## config.mk

```make
export PLATFORM = sky130hd
export DESIGN_NAME = arb_rr_2to1
export DESIGN_NICKNAME = d
export VERILOG_FILES = /design/src/rtl/arb_rr_2to1_pkg.sv /design/src/rtl/arb_rr_2to1_pick.sv /design/src/rtl/arb_rr_2to1.sv
export SDC_FILE = /design/constraint.sdc
export NUM_CORES = 1
export LEC_CHECK = 0
export BUFFER_PORTS_ARGS = -buffer_cell sky130_fd_sc_hd__buf_2
export CAP_MARGIN = 10
export CORE_MARGIN = 2
export CORE_UTILIZATION = 41
export CTS_CLUSTER_DIAMETER = 60
export DETAILED_ROUTE_END_ITERATION = 12
export GPL_TIMING_DRIVEN = 0
export MAX_ROUTING_LAYER = met4
export PLACE_DENSITY_LB_ADDON = 0.12
export SLEW_MARGIN = 20
export SYNTH_ARGS = -nofsm -noshare
export SYNTH_HDL_FRONTEND = slang
export SYNTH_SLANG_ARGS = --single-unit
```

## constraint.sdc

```tcl
create_clock -name i_clk -period 2.1 [get_ports i_clk]
set_input_delay 0.42 -clock i_clk [delete_from_list [all_inputs] [get_ports i_clk]]
set_output_delay 0.42 -clock i_clk [all_outputs]
set_load 0.02 [all_outputs]
```

## src/rtl/arb_rr_2to1_pkg.sv

```systemverilog
// Shared definitions for the 2:1 round-robin req/ack arbiter.
// Channel field width defaults and FSM state encodings.
package arb_rr_2to1_pkg;

  localparam int NS_ADDRESS_SIZE = 8;
  localparam int NS_DATA_SIZE    = 16;
  localparam int NS_REDUN_SIZE   = 4;

  typedef enum logic [1:0] {
    ST_IDLE  = 2'd0,
    ST_XFER  = 2'd1,
    ST_DRAIN = 2'd2
  } state_e;

endpackage

```

## src/rtl/arb_rr_2to1_pick.sv

```systemverilog
// Round-robin pick between two eligible requesters.
// Pointer breaks the tie; a lone eligible input always wins.
module rr_pick_2
  import arb_rr_2to1_pkg::*;
(
  input  logic [1:0] i_elig,
  input  logic       i_ptr,
  output logic       o_win,
  output logic       o_valid
);

  always_comb begin
    o_win = 1'b0;
    unique case (1'b1)
      &i_elig:                o_win = i_ptr;
      i_elig[1] & ~i_elig[0]: o_win = 1'b1;
      default:                o_win = 1'b0;
    endcase
  end

  assign o_valid = |i_elig;

endmodule

```

## src/rtl/arb_rr_2to1.sv

```systemverilog
// 2:1 round-robin arbiter over 4-phase req/ack channels.
// One buffered message in flight; grants only from IDLE.
module arb_rr_2to1
  import arb_rr_2to1_pkg::*;
#(
  parameter int ASZ = NS_ADDRESS_SIZE,
  parameter int DSZ = NS_DATA_SIZE,
  parameter int RSZ = NS_REDUN_SIZE,
  parameter int CSZ = 8
) (
  input  logic           i_clk,
  input  logic           i_rst_n,
  input  logic [ASZ-1:0] i0_src,
  input  logic [ASZ-1:0] i0_dst,
  input  logic [DSZ-1:0] i0_dat,
  input  logic [RSZ-1:0] i0_red,
  input  logic           i0_req,
  output logic           i0_ack,
  input  logic [ASZ-1:0] i1_src,
  input  logic [ASZ-1:0] i1_dst,
  input  logic [DSZ-1:0] i1_dat,
  input  logic [RSZ-1:0] i1_red,
  input  logic           i1_req,
  output logic           i1_ack,
  output logic [ASZ-1:0] o0_src,
  output logic [ASZ-1:0] o0_dst,
  output logic [DSZ-1:0] o0_dat,
  output logic [RSZ-1:0] o0_red,
  output logic           o0_req,
  input  logic           o0_ack,
  output logic           o_busy,
  output logic           o_last_gnt,
  output logic [CSZ-1:0] o_gnt_cnt0,
  output logic [CSZ-1:0] o_gnt_cnt1,
  output logic           o_proto_err
);

  state_e         state_q, state_d;
  logic [1:0]     rst_sync;
  logic [1:0]     req, ack_q, elig;
  logic           run, win, gnt_v, grant;
  logic           ptr_q, last_q, req_q, err_q;
  logic [ASZ-1:0] src_q, dst_q;
  logic [DSZ-1:0] dat_q;
  logic [RSZ-1:0] red_q;
  logic [CSZ-1:0] cnt0_q, cnt1_q;

  // Reset asserts at once but releases two edges later.
  always_ff @(posedge i_clk or negedge i_rst_n) begin
    if (!i_rst_n) rst_sync <= 2'b00;
    else          rst_sync <= {rst_sync[0], 1'b1};
  end

  assign run   = rst_sync[1];
  assign req   = {i1_req, i0_req};
  assign elig  = req & ~ack_q;
  assign grant = (state_q == ST_IDLE) & run & gnt_v;

  rr_pick_2 u_pick (
    .i_elig  (elig),
    .i_ptr   (ptr_q),
    .o_win   (win),
    .o_valid (gnt_v)
  );

  always_ff @(posedge i_clk or negedge i_rst_n) begin
    if (!i_rst_n) state_q <= ST_IDLE;
    else          state_q <= state_d;
  end

  always_comb begin
    state_d = state_q;
    unique case (state_q)
      ST_IDLE:  if (grant) state_d = ST_XFER;
      ST_XFER:  if (!req_q && !ack_q[last_q]) state_d = ST_DRAIN;
      ST_DRAIN: if (!o0_ack) state_d = ST_IDLE;
      default:  state_d = ST_IDLE;
    endcase
  end

  always_ff @(posedge i_clk or negedge i_rst_n) begin
    if (!i_rst_n) begin
      src_q  <= '0;
      dst_q  <= '0;
      dat_q  <= '0;
      red_q  <= '0;
      req_q  <= 1'b0;
      ack_q  <= 2'b00;
      ptr_q  <= 1'b0;
      last_q <= 1'b0;
      cnt0_q <= '0;
      cnt1_q <= '0;
      err_q  <= 1'b0;
    end else begin
      if (grant) begin
        src_q      <= win ? i1_src : i0_src;
        dst_q      <= win ? i1_dst : i0_dst;
        dat_q      <= win ? i1_dat : i0_dat;
        red_q      <= win ? i1_red : i0_red;
        req_q      <= 1'b1;
        ack_q[win] <= 1'b1;
        ptr_q      <= ~win;
        last_q     <= win;
        if (win) cnt1_q <= cnt1_q + 1'b1;
        else     cnt0_q <= cnt0_q + 1'b1;
      end else if (state_q == ST_XFER) begin
        if (o0_ack)       req_q         <= 1'b0;
        if (!req[last_q]) ack_q[last_q] <= 1'b0;
      end
      // Sink ack with nothing pending, or a winner without req.
      if ((state_q == ST_IDLE && o0_ack && !req_q) ||
          (grant && !req[win]))
        err_q <= 1'b1;
    end
  end

  assign o0_src      = src_q;
  assign o0_dst      = dst_q;
  assign o0_dat      = dat_q;
  assign o0_red      = red_q;
  assign o0_req      = req_q;
  assign i0_ack      = ack_q[0];
  assign i1_ack      = ack_q[1];
  assign o_busy      = (state_q != ST_IDLE);
  assign o_last_gnt  = last_q;
  assign o_gnt_cnt0  = cnt0_q;
  assign o_gnt_cnt1  = cnt1_q;
  assign o_proto_err = err_q;

endmodule
```

[Word level (Yosys, flattened, before mapping)]
Cells that the tools add are included.
Cells by class
  add/sub/neg operators: 2
  order comparisons: 4
  equal/unequal tests: 6
  muxes and demuxes: 25
  bitwise logic cells: 10
  reduce and logical (&&, ||, !) cells: 21
Operator list (count)
  $add A8 B1 Y8 const B: 2
  $mux W16: 1
  $mux W8: 2
  $mux W2: 6
  $mux W1: 11
  $reduce_and A2 Y1: 5
  $ne A2 B2 Y1 const B: 4
  $logic_and A1 B1 Y1: 6
  $pmux W2 S3: 1
  $reduce_bool A2 Y1: 3
  $and A2 B2 Y2: 2
  $lt A1 B2 Y1 const B: 2
  $mux W4: 1
  $not A2 Y2: 2
  $and A1 B1 Y1: 3
  $logic_not A1 Y1: 3
  $reduce_and A3 Y1: 1
  $demux W1 S1: 2
  $eq A2 B1 Y1 const B: 1
  $eq A2 B2 Y1 const B: 1
  $ge A1 B1 Y1 const B: 2
  $logic_not A2 Y1: 1
  $not A1 Y1: 2
  $or A2 B2 Y2: 1
  3 further kinds: 3
Word-level totals
  register bits after elaboration: 62
  input bits: 77
  output and inout port bits: 58
  word-level logic and storage cells: 81

[Depth between registers and ports, before layout]
Gate-level depths: netlist of the first run.
  depth after elaboration: 11
  depth in mapped cells: 7
  mapped depth without buffers: 4

[Hierarchy]
A second synthesis of the first run with hierarchy kept.
Second synthesis, totals
  cells, all modules: 259
  area, all modules: 2866.5 um^2
Modules (own cells, without submodules)
  arb_rr_2to1: instances 1, cells each 256, area each 2849.0 um^2, seq. area each 1551.5 um^2
  rr_pick_2: instances 1, cells each 3, area each 17.5 um^2, seq. area each 0.0 um^2

[Worst setup path after synthesis of the first run]
Ideal clock, no wire load.
  kind: reg2reg
  start: reg ack_q[0]
  end: reg cnt0_q[1] (netlist: o_gnt_cnt0[1])
  arrival: 1.674 ns
  required time: 1.975 ns
  setup slack: 0.301 ns
  stages on the path, launching flop included: 6
  path through: dfrtp_1 -> or3b_4 -> and2_4 -> buf_6 -> nor2_1 -> mux2_2
On the way
  word-level cells in the longest chain between the ends: 7
  elaborated cells on any way between the ends: 10
Ends and longest elaborated chain
  start: declaration: line arb_rr_2to1.sv:40  | logic [1:0] req, ack_q, elig;
  start signal: assignment: line arb_rr_2to1.sv:88  | ack_q <= 2'b00;
  start signal: indexed assignment: line arb_rr_2to1.sv:101  | ack_q[win] <= 1'b1;
  start signal: indexed assignment: line arb_rr_2to1.sv:108  | if (!req[last_q]) ack_q[last_q] <= 1'b0;
  $not A2 Y2 (*): line arb_rr_2to1.sv:56  | assign elig = req & ~ack_q;
  $and A2 B2 Y2 (*): line arb_rr_2to1.sv:56
  $not A1 Y1: line arb_rr_2to1_pick.sv:16  | i_elig[1] & ~i_elig[0]: o_win = 1'b1;
  $and A1 B1 Y1: line arb_rr_2to1_pick.sv:16
  $pmux W1 S2: line arb_rr_2to1_pick.sv:14  | unique case (1'b1)
  $not A1 Y1 (no line)
  $reduce_and A2 Y1 (no line) (*)
  end signal: assignment: line arb_rr_2to1.sv:105  | else cnt0_q <= cnt0_q + 1'b1;
  end: declaration: line arb_rr_2to1.sv:46  | logic [CSZ-1:0] cnt0_q, cnt1_q;
Every way passes the cells marked *; elsewhere a longest branch is shown, timed or not.
A chain may end at the register's enable or synchronous reset.

[Worst setup path in the final report of the first run]
  start: reg state_q[1]
  end: reg red_q[0] (netlist: o0_red[0])
On the way
  word-level cells in the longest chain between the ends: 3
Ends and longest elaborated chain
  start: declaration: line arb_rr_2to1.sv:38  | state_e state_q, state_d;
  start signal: assignment: line arb_rr_2to1.sv:68  | else state_q <= state_d;
  $logic_not A2 Y1: line arb_rr_2to1.sv:57  | assign grant = (state_q == ST_IDLE) & run & gnt_v;
  $and A1 B1 Y1 (2 in a row): line arb_rr_2to1.sv:57
  end signal: assignment: line arb_rr_2to1.sv:99  | red_q <= win ? i1_red : i0_red;
  end: declaration: line arb_rr_2to1.sv:45  | logic [RSZ-1:0] red_q;
No other way between the ends.

==> impl_summary.md, run 1 <==
STA
The count of endpoints failing hold in the final timing report is 0. Setup repair after global routing left no endpoint under its margin. The slew at the pin closest to its max-slew limit is approximately 0.52 ns. Timing would allow up to 0.519 GHz. The worst relative slew slack is 0.656. The setup TNS is 0 ns.

The clock arrives with 0.0100 ns of skew. The final critical path time including I/O delays and setup is 1.93 ns. Setup slack on the critical path of the routed design comes to approximately 0.17 ns. Dividing the final minimum period by the clock period gives 0.917. Setup violations remaining at the end of the flow were counted as 0.

The number of pins exceeding their max-slew limit in the final report is 0.

Floorplanning
The initial utilization of the core area, before any placement, comes to 0.421. The area of the die is 7620 µm². From left edge to right edge, the die measures 87.3 µm.

The number of top-level pins is 135. The core outline area is just under 7000 µm². In this run the vertical extent of the chip is 87.3 µm.

The initialized floorplan defines 30 standard-cell rows.

GRT
The number of antenna violations at the first check in global routing is 0. Entering global routing, the biggest net connects 39 pins. The via count of the first global-routing pass is 2,565. In the global route stage, overall resource usage came out at 0.209. The total overflow left after global routing is 0. The first global-routing pass estimated 12,000 µm of wire.

Worst setup path
The cell family contributing the most delay on the critical path is buffers and inverters. The number of buffer and inverter instances along the worst setup path is 3. For this design, the slowest cell found on the critical path is sky130_fd_sc_hd__or3b_4.

The worst setup path is of the reg2reg kind. The data arrival at the endpoint of the critical path is between 2 and 2.5 ns. The largest fanout on the critical path is 10. The most common cell type on the critical path is sky130_fd_sc_hd__buf_2. The largest incremental delay on the critical path is 0.41 ns. For the worst setup path, the data required time is around 2.4 ns. STA classifies the critical path endpoint as a flip-flop.

The kind of start point of the critical path is a flip-flop. Traced cell by cell, the critical path runs through buf_2, or3b_4, a21oi_2, buf_2, buf_2, nor2_1, a21oi_1.

Place
Buffers placed on the I/O ports in this run total 134. The final weighted congestion of routability-driven global placement is 0.789. Including well taps, the total number of placed cells is 519. After legalization and detailed placement, the total HPWL measured 5430 µm. The setup slack after placement is 0.0626 ns.

Clock tree
The post-CTS setup buffer count is 0. CTS placed an instance of sky130_fd_sc_hd__clkbuf_8 at the clock tree root. The number of sinks handled by clock tree synthesis is between 60 and 70. Counting the buffers created by CTS gives 9. Clock-pin slew was measured on the worst setup and hold paths at 0.07 ns.

The clock passes through at most 2 buffers. The clock tree synthesis step divided the H-tree into 3 levels. The CTS tree is done. The later pin in the worst-skew pair is clocked with a latency of roughly 0.34 ns.

Outcome
The flow ran to the end, and the final reports show no timing, DRC or antenna violations.

Synthesis
The synthesized netlist cell count is 304. The number of library cell types mapped by synthesis is 36. Synthesis produced a netlist with a net count of 383. Of the synthesized area, sequential elements account for 0.545. The flip-flop and latch count after synthesis is 62. The netlist area before placement is 2850 µm².

The count of warnings emitted by yosys is 0. The average cell area after synthesis is 9.36 µm².

Power and ir drop
The share of total power dissipated in sequential elements is 0.372. The internal power summed over all cells is 3.06 mW. In this run the static leakage power is 1.96 nW. For this design the total switching power over the nets is 2.41 mW.

The share of total power dissipated in the clock network is 0.165. IR analysis of the VDD net gives a maximum drop of 0.704 mV. The power density over the cells is about 1400 nW/µm². The switching share of power is 0.441. The share of total power dissipated in combinational logic is 0.463.

Route
The total detailed-routing wirelength is about 7500 µm. The mean routed wirelength per cell is 13.9 µm. In this run, the number of DRC markers left after iteration 0 of detailed routing was 118. The detailed-router iteration count before antenna repair is 4.

The number of vias in the routed layout is between 2,000 and 3,000. After detailed routing, the number of remaining DRC violations is 0. Once detail routing completed, the nets flagged for antenna violations numbered 0. The via density per instance is 5.08.

Final layout
The net total in the final layout is 530. In the final layout, the share of cells above drive strength 1 is 0.377. The number of antenna diodes in the final layout is 0. The relative area change from synthesis to final layout is 34.2%.

The number of cells in the finished layout apart from fillers is 536. The utilization of the core after routing is 0.565.

Min path
In this run the worst hold path is classified as in2reg.

Flow run
Max-cap violations in this run came to 0.
[power groups by stage]
| stage | sequential [mW] | clock, mW | combinational, mW |
|---|---|---|---|
| after floorplan | 2.58 | 0 | 1.11 |
| after global placement | 2.05 | 0 | 2.51 |
| after detailed placement | 2.04 | 0 | 2.56 |
| after CTS | 2.04 | 0.923 | 2.56 |
| after global routing | 2.10 | 0.974 | 2.81 |
| final | 2.04 | 0.905 | 2.53 |
[worst paths after layout]
| path | slack [ns] | cells past startpoint | startpoint | endpoint |
|---|---|---|---|---|
| max in group asynchronous | 1.08 | 3 | i_rst_n | o0_src[7] |
| worst min-delay path | 0.31 | 3 | i0_dat[10] | o0_dat[10] |
| worst max-delay path | 0.17 | 7 | state_q[1] | o0_red[0] |
| min in group asynchronous | 0.51 | 2 | i_rst_n | o_proto_err |
| worst min register to register | 0.38 | 0 | rst_sync[0] | rst_sync[1] |
| worst max register to register | 0.17 | 7 | state_q[1] | o0_red[0] |
[metal layers]
layer	wire, µm	part of all wire	vias to the layer above	track usage
met5	0	0	-	-
met4	94	0.013	0	0.0545
met3	531	0.071	11	0.0654
met2	3550	0.48	106	0.323
met1	3290	0.44	1286	0.268
li1	-	-	1320	-
[metrics by stage]
step                total power, mW  cell area (µm²)  hold slack, ns
floorplan                      3.69             2850           0.124
global placement               4.55             3620           0.332
detailed placement             4.60             3640           0.337
CTS                            5.52             3810           0.298
global route                   5.89             3820           0.302
finish                         5.47             3820           0.305
[layout by cell type, fill, tap and decap left out, types with 2 or more instances in the layout]
master,n
sky130_fd_sc_hd__buf_2,138
sky130_fd_sc_hd__a21oi_1,74
sky130_fd_sc_hd__dfrtp_1,62
sky130_fd_sc_hd__nand2_1,45
sky130_fd_sc_hd__nor2_1,41
sky130_fd_sc_hd__clkbuf_8,10
sky130_fd_sc_hd__clkbuf_1,9
sky130_fd_sc_hd__nand3_1,9
sky130_fd_sc_hd__xnor2_1,9
sky130_fd_sc_hd__xor2_1,5
sky130_fd_sc_hd__clkinv_2,5
sky130_fd_sc_hd__buf_6,4
sky130_fd_sc_hd__inv_1,4
sky130_fd_sc_hd__o21ai_0,3
sky130_fd_sc_hd__nor2b_1,2
sky130_fd_sc_hd__or3b_4,2
sky130_fd_sc_hd__clkbuf_2,2
sky130_fd_sc_hd__nand2b_1,2
sky130_fd_sc_hd__a211oi_1,2
sky130_fd_sc_hd__o21a_1,2
sky130_fd_sc_hd__o31ai_1,2
sky130_fd_sc_hd__nand4_1,2
sky130_fd_sc_hd__nor3_2,2
sky130_fd_sc_hd__mux2_2,2
sky130_fd_sc_hd__ha_1,2
[worst min-delay path: stages]
cell and delay, ns:
sky130_fd_sc_hd__buf_2 0.09, sky130_fd_sc_hd__nand2_1 0.04, sky130_fd_sc_hd__a21oi_1 0.05
[cells by family (layout without fill, tap and decap cells)]
group | after synthesis | after routing | share of synthesized area
AO/OA/AOI/OAI | 88 | 88 | 0.168
XOR/XNOR | 14 | 14 | 0.0431
adder cells (fa/ha/maj) | 2 | 2 | 0.00879
buffers and inverters | 23 | 175 | 0.0431
flip-flops | 62 | 62 | 0.545
multiplexers | 2 | 2 | 0.00792
other | 1 | 1 | 0.00132
AND/OR/NAND/NOR | 112 | 112 | 0.182
[cells in the mapped netlist]
library cell / instances / share of area
sky130_fd_sc_hd__clkbuf_1: 9 / 0.012
sky130_fd_sc_hd__a211oi_1: 2 / 0.0053
sky130_fd_sc_hd__or3b_4: 2 / 0.0079
sky130_fd_sc_hd__nor4b_4: 1 / 0.0084
sky130_fd_sc_hd__nand3_1: 9 / 0.016
sky130_fd_sc_hd__nor2_1: 41 / 0.054
sky130_fd_sc_hd__and2_4: 1 / 0.0031
sky130_fd_sc_hd__nand2_1: 45 / 0.059
sky130_fd_sc_hd__a211o_1: 1 / 0.0031
sky130_fd_sc_hd__mux2_2: 2 / 0.0079
sky130_fd_sc_hd__nand3b_1: 1 / 0.0026
sky130_fd_sc_hd__o21a_1: 2 / 0.0053
sky130_fd_sc_hd__a2111oi_2: 1 / 0.0053
sky130_fd_sc_hd__buf_1: 1 / 0.0013
sky130_fd_sc_hd__and3_1: 1 / 0.0022
sky130_fd_sc_hd__nor3_2: 2 / 0.0070
sky130_fd_sc_hd__a41oi_1: 1 / 0.0031
sky130_fd_sc_hd__and4_1: 1 / 0.0031
sky130_fd_sc_hd__nor2b_1: 2 / 0.0044
sky130_fd_sc_hd__inv_1: 4 / 0.0053
sky130_fd_sc_hd__dfrtp_1: 62 / 0.55
sky130_fd_sc_hd__xnor2_1: 9 / 0.028
sky130_fd_sc_hd__a21oi_2: 1 / 0.0031
sky130_fd_sc_hd__buf_2: 5 / 0.0088
sky130_fd_sc_hd__o21ai_0: 3 / 0.0053
sky130_fd_sc_hd__nand2b_1: 2 / 0.0044
sky130_fd_sc_hd__buf_6: 4 / 0.016
sky130_fd_sc_hd__a21oi_1: 74 / 0.13
sky130_fd_sc_hd__or2_2: 1 / 0.0022
sky130_fd_sc_hd__ha_1: 2 / 0.0088
sky130_fd_sc_hd__nor4b_1: 1 / 0.0031
sky130_fd_sc_hd__conb_1: 1 / 0.0013
sky130_fd_sc_hd__xor2_1: 5 / 0.015
sky130_fd_sc_hd__o31ai_1: 2 / 0.0053
sky130_fd_sc_hd__a21o_1: 1 / 0.0026
sky130_fd_sc_hd__nand4_1: 2 / 0.0044
[timing repair]
action / 4_1_cts / 5_1_grt
hold endpoints to repair: 24 / 0
hold buffers: 1 / 0
resized for setup: 0 / 3
setup endpoints to repair: 0 / 5
[sequential cells by signal (all words and copies together), names as in the netlist]
signal,flops
ack_q,2
o0_dat,16
o0_dst,8
o0_red,4
o0_req,1
o0_src,8
o_gnt_cnt0,8
o_gnt_cnt1,8
o_last_gnt,1
o_proto_err,1
ptr_q,1
rst_sync,2
state_q,2
[layout make-up]
class                   count  area [µm²]
plain buffers              19         110
clock buffers              11         141
clock inverters             5        25.0
fillers                   658        2940
inverters                   4        15.0
multi-input cells         219        1170
flip-flops and latches     62        1550
well taps                  80         100
repair buffers            136         703
No activity file was read; power rests on OpenSTA's default activity.
==> inputs of run 2 (changes only) <==
--- a/config.mk
+++ b/config.mk
@@ -12,6 +12,7 @@
 export CTS_CLUSTER_DIAMETER = 60
 export DETAILED_ROUTE_END_ITERATION = 12
 export GPL_TIMING_DRIVEN = 0
+export HOLD_SLACK_MARGIN = 0.15
 export MAX_ROUTING_LAYER = met4
 export PLACE_DENSITY_LB_ADDON = 0.12
 export SLEW_MARGIN = 20
==> constraint.sdc (replaced) <==
create_clock -name i_clk -period 2.05 [get_ports i_clk]
set_input_delay 0.41 -clock i_clk [delete_from_list [all_inputs] [get_ports i_clk]]
set_output_delay 0.41 -clock i_clk [all_outputs]
set_load 0.02 [all_outputs]
==> impl_summary.md, run 2 (synthesis gave the netlist of run 1 again) <==
GRT
The number of antenna violations at the first check in global routing was 0 (unchanged). The total routing usage reported by global routing is 0.209 (unchanged). The remaining global-route overflow was 0 (unchanged).

The largest net degree at the start of global routing is 39 (unchanged). The wire length of the first global-routing pass is 12,000 µm (unchanged). The via count of the first global-routing pass is 2,565 (unchanged).

Worst setup path
The capturing point of the worst reg2reg path is o0_dat[6] (was o0_red[0]). The worst reg2reg path startpoint was ack_q[0] (was state_q[1]). The data arrival at the endpoint of the critical path is 2.14 ns (was 2.19 ns). The largest fanout on the critical path is 10 (unchanged).

The setup slack of the most critical reg-to-reg path came to 0.13 ns (was 0.17 ns). The kind of start point of the critical path is a flip-flop (unchanged). The depth of the most critical reg-to-reg path was 7 (unchanged). The start point of the critical path is ack_q[0] (was state_q[1]). The critical path capture point type is a flip-flop (unchanged). The critical path data required time came to 2.27 ns (was 2.36 ns). The classification of the worst setup path is reg2reg (unchanged). The worst setup path endpoint is o0_dat[6] (was o0_red[0]).

STA
The number of pins exceeding their max-slew limit in the final report is 0 (unchanged). The count of endpoints failing hold in the final timing report is 0 (unchanged). The share of the clock period used by the worst path is 0.937 (was 0.917). The setup TNS is 0 ns (unchanged).

The count of final setup violators is 0 (unchanged). The final critical-path setup slack is 0.130 ns (was 0.174 ns). The highest attainable clock frequency came to 0.521 GHz (was 0.519 GHz). The maximum clock skew at final layout is 0.0106 ns (was 0.0100 ns). RSZ-0062 raised after global routing: false (unchanged).

The final critical path time including I/O delays and setup came to 1.92 ns (was 1.93 ns).

Outcome
Status: complete, no violations (unchanged).

Power and ir drop
The worst ir drop on vdd is 0.717 mV (was 0.704 mV). The power density over the cells is 1470 nW/µm² (was 1430 nW/µm²). The overall power of the completed layout was 5.60 mW (was 5.47 mW). The leakage dissipation is 1.96 nW (about the same).

Floorplanning
The overall die height came to 87.3 µm (unchanged). The initial core utilization came to 0.421 (unchanged). The area of the die is 7620 µm² (unchanged). The core outline area is 6760 µm² (unchanged). The number of top-level pins is 135 (unchanged). The total number of placement rows came to 30 (unchanged). The die outline width is 87.3 µm (unchanged).

Final layout
The area used by multi-input combinational logic is 1170 µm² (unchanged). The layout filler cell count is 661 (was 658). Commonest cells after routing, fill and taps aside: sky130_fd_sc_hd__buf_2, sky130_fd_sc_hd__a21oi_1, sky130_fd_sc_hd__dfrtp_1 (unchanged). The net total in the final layout came to 530 (unchanged). The share of final-layout standard cells stronger than drive strength 1 is 0.377 (unchanged). The number of flip-flops under the largest register name came to 16 (unchanged). The relative area change from synthesis to final layout came to 34.3% (was 34.2%). The area taken by flip-flops and latches is 1550 µm² (unchanged). The total inserted antenna cells came to 0 (unchanged).

The utilization of the core after routing was 0.565 (about the same). The post-route cell area is 3820 µm² (about the same). The commonest non-fill, non-tap cell in the layout was sky130_fd_sc_hd__buf_2 (unchanged).

Clock tree
The number of buffers inserted during clock tree synthesis is 9 (unchanged). The clock root buffer is sky130_fd_sc_hd__clkbuf_8 (unchanged). The CTS clock-pin slew for the worst setup and hold paths is 0.07 ns (about the same).

The CTS tree was done (unchanged). The clock latency at the later pin of the worst-skew pair is 0.33 ns (was 0.34 ns). The CTS H-tree depth was 3 (unchanged).

The number of buffers on the longest clock path is 2 (unchanged). The post-CTS setup buffer count came to 0 (unchanged). The number of sinks handled by clock tree synthesis was 62 (unchanged).

Route
The number of vias in the routed layout came to 2,704 (was 2,723). The number of antenna-violating nets in the routed design is 0 (unchanged). The mean routed wirelength per cell was 13.9 µm (about the same).

The total detailed-routing wirelength was 7440 µm (was 7460 µm). The count of unresolved DRC violations after routing is 0 (unchanged). The via density per instance came to 5.04 (was 5.08). The detailed-router iteration count before antenna repair came to 4 (unchanged). The number of DRC markers in iteration 0 is 129 (was 118).

Place
The detailed placement HPWL is 5430 µm (unchanged). The count of port buffers added during placement was 134 (unchanged). The final weighted congestion of routability-driven global placement is 0.789 (unchanged). The setup slack after placement is 0.0226 ns (was 0.0626 ns). The placement-stage cell area is 3640 µm² (unchanged).

Min path
The path class of the lowest-slack min-delay path is in2reg (unchanged).

Flow run
The number of max-cap violations is 0 (unchanged).
[run 2: worst max-delay path, cell delays in order, from the launching register on]
cell and delay [ns]:
sky130_fd_sc_hd__dfrtp_1 0.44, sky130_fd_sc_hd__or3b_4 0.45, sky130_fd_sc_hd__and2_4 0.17, sky130_fd_sc_hd__buf_6 0.12
sky130_fd_sc_hd__buf_6 0.14, sky130_fd_sc_hd__buf_2 0.19, sky130_fd_sc_hd__a21oi_1 0.20, sky130_fd_sc_hd__a21oi_1 0.09
[run 2: what timing repair did]
action,in CTS,in global routing
hold buffers,1,0
setup endpoints to repair,0,19
hold endpoints to repair,24,0
gates resized for setup,0,4
[run 2: stage by stage]
stage,hold slack [ns],cells
after global placement,0.332,518
after CTS,0.288,536
final,0.305,536
after detailed placement,0.335,519
after floorplan,0.114,304
after global routing,0.292,536
[run 2: where the power goes]
part	total (mW)	switching [mW]	internal (mW)
Combinational	2.60	1.65	0.952
Sequential	2.09	0.360	1.73
Clock	0.920	0.459	0.461
Total	5.60	2.46	3.14
[run 2: metal layers]
layer / track usage / wire (µm)
met3: 0.0654 / 443
met2: 0.323 / 3580
met1: 0.268 / 3350
met5: - / 0
met4: 0.0545 / 71
[run 2: worst min-delay path by stage]
stage / slack [ns] / from / cells after the start / endpoint
floorplan: 0.11 / i_rst_n / 0 / ack_q[0]
global placement: 0.33 / rst_sync[0] / 0 / rst_sync[1]
detailed placement: 0.33 / i_rst_n / 1 / o_proto_err
CTS: 0.29 / i0_dat[9] / 3 / o0_dat[9]
global route: 0.29 / i0_src[4] / 3 / o0_src[4]
finish: 0.30 / i0_dat[10] / 3 / o0_dat[10]
[run 2: layout make-up]
class                           count  area share
Clock buffer                       11      0.0370
Tap cell                           80      0.0262
Multi-Input combinational cell    219       0.307
Timing Repair Buffer              136       0.184
Inverter                            4     0.00393
Buffer                             19      0.0295
Sequential cell                    62       0.406
Clock inverter                      5     0.00655
